## src/rtl/cam_seq_pkg.sv

```systemverilog
//==============================================================================
// Module   : cam_seq_pkg
// Brief    : Shared state encoding and reset values for the camera frame
//            sequencer.
// Revision : 1.0 - initial release
//==============================================================================
`default_nettype none

package cam_seq_pkg;

  typedef enum logic [2:0] {
    ST_IDLE    = 3'd0,
    ST_RESET   = 3'd1,
    ST_WAIT_VS = 3'd2,
    ST_CAPTURE = 3'd3,
    ST_DRAIN   = 3'd4
  } seq_state_t;

  localparam seq_state_t c_state_init      = ST_IDLE;
  localparam logic       c_rstn_init       = 1'b1;
  localparam logic       c_acc_enable_init = 1'b0;
  localparam logic       c_acc_clear_init  = 1'b0;
  localparam logic       c_busy_init       = 1'b0;
  localparam logic       c_frame_done_init = 1'b0;
  localparam logic       c_timeout_init    = 1'b0;

  function automatic int max3(input int a, input int b, input int c);
    int m;
    m = (a > b) ? a : b;
    return (m > c) ? m : c;
  endfunction

endpackage

`default_nettype wire

```

## src/rtl/cam_vsync_sync.sv

```systemverilog
//==============================================================================
// Module   : cam_vsync_sync
// Brief    : Two-flop synchroniser for the camera vsync pin followed by a
//            registered rising-edge detector.
// Revision : 1.0 - initial release
//==============================================================================
`default_nettype none

module cam_vsync_sync (
  input  logic sys_clock,
  input  logic reset,
  input  logic cmos_vsync,
  output logic vs_rise
);

  logic r_meta;
  logic r_sync;
  logic r_sync_d;
  logic r_vs_rise;

  always_ff @(posedge sys_clock or negedge reset) begin
    if (!reset) begin
      r_meta    <= 1'b0;
      r_sync    <= 1'b0;
      r_sync_d  <= 1'b0;
      r_vs_rise <= 1'b0;
    end else begin
      r_meta    <= cmos_vsync;
      r_sync    <= r_meta;
      r_sync_d  <= r_sync;
      r_vs_rise <= r_sync & ~r_sync_d;
    end
  end

  assign vs_rise = r_vs_rise;

endmodule

`default_nettype wire

```

## src/rtl/cam_frame_sequencer.sv

```systemverilog
//==============================================================================
// Module   : cam_frame_sequencer
// Brief    : Sequences datapath soft resets and accelerator enable/clear
//            around camera frame boundaries.
// Revision : 1.0 - initial release
//==============================================================================
`default_nettype none

module cam_frame_sequencer #(
  parameter int RST_CYCLES     = 16,
  parameter int DRAIN_CYCLES   = 256,
  parameter int TIMEOUT_CYCLES = 2**24,
  parameter int FCNT_W         = 16
) (
  input  logic              sys_clock,
  input  logic              reset,
  input  logic              cmd_start,
  input  logic              cmd_stop,
  input  logic [FCNT_W-1:0] num_frames,
  input  logic              cmos_vsync,
  output logic              fifo_rstn,
  output logic              dma_rstn,
  output logic              acc_rstn,
  output logic              acc_enable,
  output logic              acc_clear,
  output logic              busy,
  output logic              frame_done,
  output logic [FCNT_W-1:0] frame_cnt,
  output logic              timeout_err
);

  import cam_seq_pkg::*;

  localparam int c_cnt_max = max3(RST_CYCLES, DRAIN_CYCLES, TIMEOUT_CYCLES);
  localparam int c_cnt_w   = $clog2(c_cnt_max + 1);

  localparam logic [c_cnt_w-1:0] c_cnt_one     = c_cnt_w'(1);
  localparam logic [c_cnt_w-1:0] c_rst_load    = c_cnt_w'(RST_CYCLES - 1);
  localparam logic [c_cnt_w-1:0] c_drain_load  = c_cnt_w'(DRAIN_CYCLES - 1);
  localparam logic [c_cnt_w-1:0] c_wait_load   = c_cnt_w'(TIMEOUT_CYCLES - 1);
  localparam logic [FCNT_W:0]    c_fcnt_one    = (FCNT_W+1)'(1);

  logic w_vs_rise;

  seq_state_t          r_state;
  seq_state_t          w_state_nxt;
  logic [c_cnt_w-1:0]  r_cnt;
  logic [c_cnt_w-1:0]  w_cnt_nxt;
  logic [FCNT_W-1:0]   r_num_frames;
  logic [FCNT_W-1:0]   r_frame_cnt;
  logic                r_stop_pending;
  logic                w_stop_pending_nxt;
  logic                r_last_frame;
  logic                w_start;
  logic                w_timeout_set;

  logic                r_rstn;
  logic                r_acc_enable;
  logic                r_acc_clear;
  logic                r_busy;
  logic                r_frame_done;
  logic                r_timeout_err;
  logic                w_rstn_nxt;
  logic                w_acc_enable_nxt;
  logic                w_acc_clear_nxt;
  logic                w_busy_nxt;
  logic                w_frame_done_nxt;

  cam_vsync_sync u_vsync_sync (
    .sys_clock  (sys_clock),
    .reset      (reset),
    .cmos_vsync (cmos_vsync),
    .vs_rise    (w_vs_rise)
  );

  // State, counters and registered outputs share one register process.
  always_ff @(posedge sys_clock or negedge reset) begin
    if (!reset) begin
      r_state        <= c_state_init;
      r_cnt          <= '0;
      r_num_frames   <= '0;
      r_frame_cnt    <= '0;
      r_stop_pending <= 1'b0;
      r_last_frame   <= 1'b0;
      r_rstn         <= c_rstn_init;
      r_acc_enable   <= c_acc_enable_init;
      r_acc_clear    <= c_acc_clear_init;
      r_busy         <= c_busy_init;
      r_frame_done   <= c_frame_done_init;
      r_timeout_err  <= c_timeout_init;
    end else begin
      r_state        <= w_state_nxt;
      r_cnt          <= w_cnt_nxt;
      r_stop_pending <= w_stop_pending_nxt;
      r_rstn         <= w_rstn_nxt;
      r_acc_enable   <= w_acc_enable_nxt;
      r_acc_clear    <= w_acc_clear_nxt;
      r_busy         <= w_busy_nxt;
      r_frame_done   <= w_frame_done_nxt;

      if (w_start) begin
        r_num_frames  <= num_frames;
        r_frame_cnt   <= '0;
        r_timeout_err <= 1'b0;
        r_last_frame  <= 1'b0;
      end else begin
        if (w_timeout_set) begin
          r_timeout_err <= 1'b1;
        end
        if (w_frame_done_nxt) begin
          // Decide "last frame" against the pre-increment count so that
          // saturation cannot make a limited run look finished early.
          r_last_frame <= (r_num_frames != '0) &&
                          (({1'b0, r_frame_cnt} + c_fcnt_one) == {1'b0, r_num_frames});
          if (r_frame_cnt != '1) begin
            r_frame_cnt <= r_frame_cnt + 1'b1;
          end
        end
      end
    end
  end

  always_comb begin
    w_state_nxt        = r_state;
    w_cnt_nxt          = r_cnt;
    w_stop_pending_nxt = r_stop_pending;
    w_start            = 1'b0;
    w_timeout_set      = 1'b0;
    case (r_state)
      ST_IDLE: begin
        if (cmd_start) begin
          w_state_nxt        = ST_RESET;
          w_cnt_nxt          = c_rst_load;
          w_stop_pending_nxt = 1'b0;
          w_start            = 1'b1;
        end
      end
      ST_RESET: begin
        if (cmd_stop) begin
          w_state_nxt = ST_IDLE;
        end else if (r_cnt == '0) begin
          w_state_nxt = ST_WAIT_VS;
          w_cnt_nxt   = c_wait_load;
        end else begin
          w_cnt_nxt = r_cnt - c_cnt_one;
        end
      end
      ST_WAIT_VS: begin
        if (cmd_stop) begin
          w_state_nxt = ST_IDLE;
        end else if (w_vs_rise) begin
          w_state_nxt = ST_CAPTURE;
        end else if (r_cnt == '0) begin
          w_state_nxt   = ST_IDLE;
          w_timeout_set = 1'b1;
        end else begin
          w_cnt_nxt = r_cnt - c_cnt_one;
        end
      end
      ST_CAPTURE: begin
        if (cmd_stop) begin
          w_stop_pending_nxt = 1'b1;
        end
        if (w_vs_rise) begin
          w_state_nxt = ST_DRAIN;
          w_cnt_nxt   = c_drain_load;
        end
      end
      ST_DRAIN: begin
        if (cmd_stop) begin
          w_stop_pending_nxt = 1'b1;
        end
        if (r_cnt == '0) begin
          if (r_stop_pending || cmd_stop || r_last_frame) begin
            w_state_nxt = ST_IDLE;
          end else begin
            w_state_nxt = ST_WAIT_VS;
            w_cnt_nxt   = c_wait_load;
          end
        end else begin
          w_cnt_nxt = r_cnt - c_cnt_one;
        end
      end
      default: begin
        w_state_nxt = ST_IDLE;
      end
    endcase
  end

  // Outputs are decoded from the next state so the registered copies line
  // up with the state they describe.
  always_comb begin
    w_rstn_nxt       = (w_state_nxt != ST_RESET);
    w_acc_enable_nxt = (w_state_nxt == ST_CAPTURE);
    w_acc_clear_nxt  = (r_state == ST_WAIT_VS) && (w_state_nxt == ST_CAPTURE);
    w_busy_nxt       = (w_state_nxt != ST_IDLE);
    w_frame_done_nxt = (w_state_nxt == ST_DRAIN) && (w_cnt_nxt == '0);
  end

  assign fifo_rstn   = r_rstn;
  assign dma_rstn    = r_rstn;
  assign acc_rstn    = r_rstn;
  assign acc_enable  = r_acc_enable;
  assign acc_clear   = r_acc_clear;
  assign busy        = r_busy;
  assign frame_done  = r_frame_done;
  assign frame_cnt   = r_frame_cnt;
  assign timeout_err = r_timeout_err;

endmodule

`default_nettype wire

```

## config.mk

```make
export PLATFORM = sky130hd
export DESIGN_NAME = cam_frame_sequencer
export DESIGN_NICKNAME = d
export VERILOG_FILES = /design/src/rtl/cam_seq_pkg.sv /design/src/rtl/cam_vsync_sync.sv /design/src/rtl/cam_frame_sequencer.sv
export SDC_FILE = /design/constraint.sdc
export NUM_CORES = 1
export LEC_CHECK = 0
export CAP_MARGIN = 25
export CORE_ASPECT_RATIO = 1.5
export CORE_MARGIN = 5
export CORE_UTILIZATION = 45
export CTS_CLUSTER_SIZE = 40
export DETAILED_ROUTE_END_ITERATION = 8
export GPL_TIMING_DRIVEN = 0
export HOLD_SLACK_MARGIN = 0.02
export PLACE_DENSITY = 0.69
export SLEW_MARGIN = 0
export SYNTH_ARGS = -nofsm -noshare
export SYNTH_HDL_FRONTEND = slang
export SYNTH_SLANG_ARGS = --single-unit
```

## constraint.sdc

```tcl
create_clock -name sys_clock -period 4.7 [get_ports sys_clock]
set_input_delay 0.47 -clock sys_clock [delete_from_list [all_inputs] [get_ports sys_clock]]
set_output_delay 0.47 -clock sys_clock [all_outputs]
set_load 0.05 [all_outputs]
```

Word-level counts from Yosys, hierarchy flattened --
Cells that the tools add are included.
Storage, ports and cells: flip-flop bits (word level) 72, input bits 21, output and inout port bits 24, logic and storage cells 85
Operators by class: add/subtract/negate cells 3, eq/ne operators 11, mux-type cells 36, bitwise gates (word level) 2, reductions and logical operators 17
Operators with widths (number):
- two-way mux 25 bit | 9
- one-hot mux 25 bit (5 select lines) | 1
- logical NOT 25 bit | 2
- two-way mux 16 bit | 3
- subtractor 25 x 1 -> 25 bit, second input constant | 1
- two-way mux 3 bit | 8
- adder 16 x 1 -> 17 bit, second input constant | 1
- == test 17 x 16 -> 1 bit | 1
- adder 16 x 1 -> 16 bit, second input constant | 1
- != test 16 bit, second input constant | 1
- nonzero test 16 bit | 1
- one-hot mux 3 bit (5 select lines) | 1
- two-way mux 1 bit | 12
- == test 3 x 2 -> 1 bit, second input constant | 3
- nonzero test 2 bit | 4
- == test 3 bit, second input constant | 2
- == test 3 x 1 -> 1 bit, second input constant | 1
- logical AND 1 bit | 3
- logical NOT 3 bit | 1
- != test 3 x 1 -> 1 bit, second input constant | 1
- AND reduction 3 bit | 1
- nonzero test 3 bit | 1
- logical OR 1 bit | 2
- two-way mux 2 bit | 1
- other kinds (7) | 7

Longest topological paths before layout --
Gate-level depths: netlist (run 1).
word-level depth 9, gate-level depth with buffers 15, depth with buffers taken out 13

By module --
From an unflattened synthesis (run 1), not the netlist that was laid out.
Second synthesis, totals: cell total of the unflattened synthesis 687, area total of the unflattened synthesis 5784.3 um^2
By module, submodules not included:
- cam_frame_sequencer | instances 1, cells each 682, area an instance 5670.4 um^2, sequential area each 1702.9 um^2
- cam_vsync_sync | instances 1, cells each 5, area an instance 113.9 um^2, sequential area each 100.1 um^2

Worst setup path after synthesis (run 1) --
OpenSTA, ideal clock, no wires.
path kind register to register, start reg r_cnt[0], end reg r_frame_cnt[0], in the netlist frame_cnt[0], setup time 0.147 ns, arrival 3.305 ns, data required time 4.553 ns, slack 1.248 ns, cell stages (with the launch flop) 15, path buffers 2, clock period less this slack 3.452 ns, path through dfrtp_1 inv_1 ha_1 nor4b_2 nand3_1 clkbuf_1 a2111o_1 o211ai_2 or4b_1 nor4_1 nand4_1 nor3b_4 or2_1 buf_6 mux2i_1
Between the ends: longest elaborated chain between the ends 9, elaborated cells between the ends (all ways) 24, classes of those cells add/sub (1); eq/ne (1); mux (17); reduce/logical (5)
RTL lines:
- from (decl) | RTL line cam_frame_sequencer.sv:47 | logic [c_cnt_w-1:0] r_cnt;
- from (signal assigned) | RTL line cam_frame_sequencer.sv:93 | r_cnt <= w_cnt_nxt;
- subtractor 25 x 1 -> 25 bit / logical NOT 25 bit (equally long branches)
- two-way mux 25 bit / two-way mux 3 bit (equally long branches) | RTL line cam_frame_sequencer.sv:153 | end else if (r_cnt == '0) begin
- two-way mux 25 bit / two-way mux 3 bit (equally long branches) | RTL line cam_frame_sequencer.sv:151 | end else if (w_vs_rise) begin
- two-way mux 25 bit / two-way mux 3 bit (equally long branches) | RTL line cam_frame_sequencer.sv:149 | if (cmd_stop) begin
- one-hot mux 25 bit (5 select lines) / one-hot mux 3 bit (5 select lines) (equally long branches) | RTL line cam_frame_sequencer.sv:129 | case (r_state)
- logical NOT 25 bit / == test 3 bit (equally long branches) | RTL line cam_frame_sequencer.sv:197 | w_frame_done_nxt = (w_state_nxt == ST_DRAIN) && (w_cnt_nxt == '0);
- logical AND 1 bit * | RTL line cam_frame_sequencer.sv:197
- nonzero test 2 bit (no source line) *
- AND reduction 2 bit (no source line) *
- to (signal assigned) | RTL line cam_frame_sequencer.sv:116 | r_frame_cnt <= r_frame_cnt + 1'b1;
- to (decl) | RTL line cam_frame_sequencer.sv:50 | logic [FCNT_W-1:0] r_frame_cnt;
Every way passes the cells marked *; elsewhere a longest branch is shown, timed or not. A chain may end at the register's enable or synchronous reset.

Worst setup path in the final report (run 1) --
start reg r_cnt[8], end reg r_frame_cnt[0], in the netlist frame_cnt[0]
Between the ends: longest elaborated chain between the ends 9, elaborated cells between the ends (all ways) 24, classes of those cells add/sub (1); eq/ne (1); mux (17); reduce/logical (5)
RTL lines:
- subtractor 25 x 1 -> 25 bit / logical NOT 25 bit (equally long branches)
- two-way mux 25 bit | RTL line cam_frame_sequencer.sv:153
- two-way mux 25 bit | RTL line cam_frame_sequencer.sv:151
- two-way mux 25 bit | RTL line cam_frame_sequencer.sv:149
- one-hot mux 25 bit (5 select lines) * | RTL line cam_frame_sequencer.sv:129
- via w_cnt_nxt[13] | RTL line cam_frame_sequencer.sv:48 | logic [c_cnt_w-1:0] w_cnt_nxt;
- logical NOT 25 bit * | RTL line cam_frame_sequencer.sv:197
- logical AND 1 bit * | RTL line cam_frame_sequencer.sv:197
- nonzero test 2 bit (no source line) *
- AND reduction 2 bit (no source line) *
The timed path passes the listed nets; every way through them passes the cells marked *.

==> impl_metrics.ini, run 1 <==
[routing]
ant_nets = 0
drc = 0
drtIter0Drc = 463
vias = 5271
wl_per_cell_um = 21.85
drt_wl_total_um = 17940
dr.pass1.iters = 6
viasPerCell = 6.420

[sta]
finalSetupViolations = 0
rsz0062_at_grt = false
hold_viol = 0
period_needed_ps = 4487
skew_ps = 5.698
fmax_mhz = 222.8
period_share_pct = 95.48
relSlewSlack_pct = 26.13
worst_pin_slew_ps = 1093
slew_viol_final = 0
setup_tns_ps = 0

[synthesis]
synthTopCellsByArea = dfrtp_1, nand2_1, xnor2_1
yosys_register_bits = 72
synth.distinct_cells = 75
synth_fp_nets = 636
postSynthAreaPerCell_um2 = 8.228
synth_edf_count = 0
synth_commonest_cells = nand2_1, dfrtp_1, nor2_1
synthesis.area_um2 = 5027
synth.yosys.seq_area_share_pct = 35.86
synth_top_cell_area_share_pct = 35.34
synth_cells = 611
synth_top_flop_cell = dfrtp_1
synthArstFlopShare_pct = 100.0
yosysMostFrequentCell = nand2_1
yosysWarnings = 0
synth_top_cell_by_area = dfrtp_1

[setup_path]
critPathSlowestCell = nor4b_1
cpPeakStageDelay_ps = 540
critPathRequiredTime_ps = 4920
crit_chain = clkbuf_1 > nor4_2 > nand4_2 > nor2_4 > clkinv_1 > a41o_1 > a31o_1 > nor4b_1 > nand4_1 > nor3b_4 > or2_1 > buf_6 > mux2i_1
critical_path_class = flip-flop to flip-flop
reg2reg_slack_ps = 210
arrival_ps = 4710
start_kind = flip-flop
path_max_fanout = 10
end_kind = flip-flop

[cells_and_area]
fill_cells = 1052
fin_util_pct = 54.59
multi_input_area_um2 = 2999
syn2layout_area_growth_pct = 19.41
drive_above_1_share_pct = 9.199
nets = 694
diodes = 0
seqCellArea_um2 = 1803
stdcell_count = 821

[floorplanning]
dieArea_um2 = 13430
fp.dieW_um = 96.30
initial_core_util_pct = 45.72
fp-row-count = 47
io_pins = 45
core_um2 = 11000
die_h_um = 139.5

[place]
port_buffers = 43
dp_hpwl_um = 13320
place_congestion = 1.058
post-place-cells = 804

[worst_hold_path]
hold_class = input pin to async pin

[power_and_ir_drop]
pwr-share-clk_pct = 25.0
p_leak_nw = 2.512
vdd_ir_drop_max_mv = 0.2206
p_switching_w = 0.001139
powerDensity_nw_per_um2 = 433.3
power.share.switching_pct = 43.78
p_int_w = 0.001462
p_seq_share_pct = 32.2
combPwrFrac_pct = 42.8

[status]
status = complete, no violations

[clock_tree]
numCtsBuffers = 9
cts.sinks = 72
holdBufCountCts = 0
cts_setup_buffers = 0
cts.clk_slew.worst_paths_ps = 60
htree_levels = 3
cts_tree = done
root_buffer = clkbuf_16
cts_resized = 0
cts_max_path_buffers = 2
clk_latency_ps = 340

[global_routing]
grt_first_pass_wirelength_um = 27850
antenna_found_initial = 0
overflow = 0
grt_max_degree = 47
grt_pass1_vias = 5185
track_usage_pct = 27.29

[run]
maxCapViolCount = 0
[final timing paths]
| path | start | end | cells after the start |
|---|---|---|---|
| max in group asynchronous | reset | r_num_frames[4] | 2 |
| setup reg to reg | r_cnt[8] | frame_cnt[0] | 13 |
| hold / removal | reset | r_cnt[16] | 1 |
| hold reg to reg | u_vsync_sync.r_meta | u_vsync_sync.r_sync | 0 |
| setup / recovery | r_cnt[8] | frame_cnt[0] | 13 |
| min in group sys_clock | u_vsync_sync.r_meta | u_vsync_sync.r_sync | 0 |
[placed cells by master (no fill, tap or decap), types with 12 or more instances in the layout]
| master | count |
|---|---|
| clkbuf_1 | 26 |
| nand4_1 | 14 |
| o21ai_0 | 36 |
| clkdlybuf4s50_1 | 42 |
| nor2_1 | 51 |
| inv_1 | 19 |
| nor3_1 | 23 |
| nand2_1 | 78 |
| a21oi_1 | 25 |
| xnor2_1 | 22 |
| dfrtp_1 | 71 |
| nand3_1 | 18 |
| a211oi_1 | 14 |
| a31oi_1 | 12 |
[power groups by stage]
| stage | clock (W) | combinational (W) | sequential (W) |
|---|---|---|---|
| 2_1_floorplan | 0 | 0.000713 | 0.000831 |
| 3_3_place_gp | 0 | 0.00104 | 0.000841 |
| 3_5_place_dp | 0 | 0.00106 | 0.000845 |
| 4_1_cts | 0.000661 | 0.00106 | 0.000833 |
| 5_1_grt | 0.000684 | 0.00118 | 0.000848 |
| 6_report | 0.000649 | 0.00111 | 0.000838 |
[flip-flops by register name, summed over array words and instances, names as in the netlist, 3 cells and up]
| name | cells |
|---|---|
| r_cnt | 25 |
| frame_cnt | 16 |
| r_num_frames | 16 |
| r_state | 3 |
[through the flow]
stage	total power [W]	cell area, um2	worst slack (ps)	hold slack [ps]
after floorplan	0.001544	5027	1248	174.4
after global placement	0.001884	5642	104.2	345.3
after detailed placement	0.001900	5682	150.6	342.6
after CTS	0.002557	5957	138.3	60.20
after global routing	0.002709	6003	26.68	86.60
final	0.002601	6003	212.5	53.18
[per-layer routing]
layer  part of all wire (%)  vias to the layer above  global-route usage (%)
met1                     34                     2471                   29.62
met3                    6.8                      119                   5.022
li1                       -                     2376                       -
met2                     50                      305                   45.58
met4                    8.4                        0                   20.69
met5                      0                        -                       0
[kinds of logic after synthesis]
family / count (synthesis) / synth area share, %
AND/OR/NAND/NOR: 280 / 30.14
multiplexers: 7 / 1.419
buffers and inverters: 60 / 5.301
AO/OA/AOI/OAI: 157 / 20.88
flip-flops: 72 / 35.86
adder cells (fa/ha/maj): 4 / 0.9956
XOR/XNOR: 31 / 5.401
[layout make-up]
type	count	area share (%)
Buffer	40	3.231
Clock buffer	11	4.043
Clock inverter	5	0.5419
Inverter	20	1.251
Multi-Input combinational cell	479	49.96
Sequential cell	72	30.03
Tap cell	147	3.064
Timing Repair Buffer	47	7.878
[worst max-delay path, delay by kind of cell (launching register included)]
kind,cells,cell delay [ps]
simple gates,7,2590
flops,1,360
buf+inv,3,780
mux,1,80
compound gates,2,540
No activity file was read; power rests on OpenSTA's default activity.
==> inputs of run 2 (changes only) <==
--- a/config.mk
+++ b/config.mk
@@ -5,10 +5,12 @@
 export SDC_FILE = /design/constraint.sdc
 export NUM_CORES = 1
 export LEC_CHECK = 0
+export ABC_CLOCK_PERIOD_IN_PS = 4700
 export CAP_MARGIN = 25
 export CORE_ASPECT_RATIO = 1.5
 export CORE_MARGIN = 5
 export CORE_UTILIZATION = 45
+export CTS_CLUSTER_DIAMETER = 200
 export CTS_CLUSTER_SIZE = 40
 export DETAILED_ROUTE_END_ITERATION = 8
 export GPL_TIMING_DRIVEN = 0
==> results of run 2 <==
The final DEF is identical to that of run 1; final timing and power are the same.
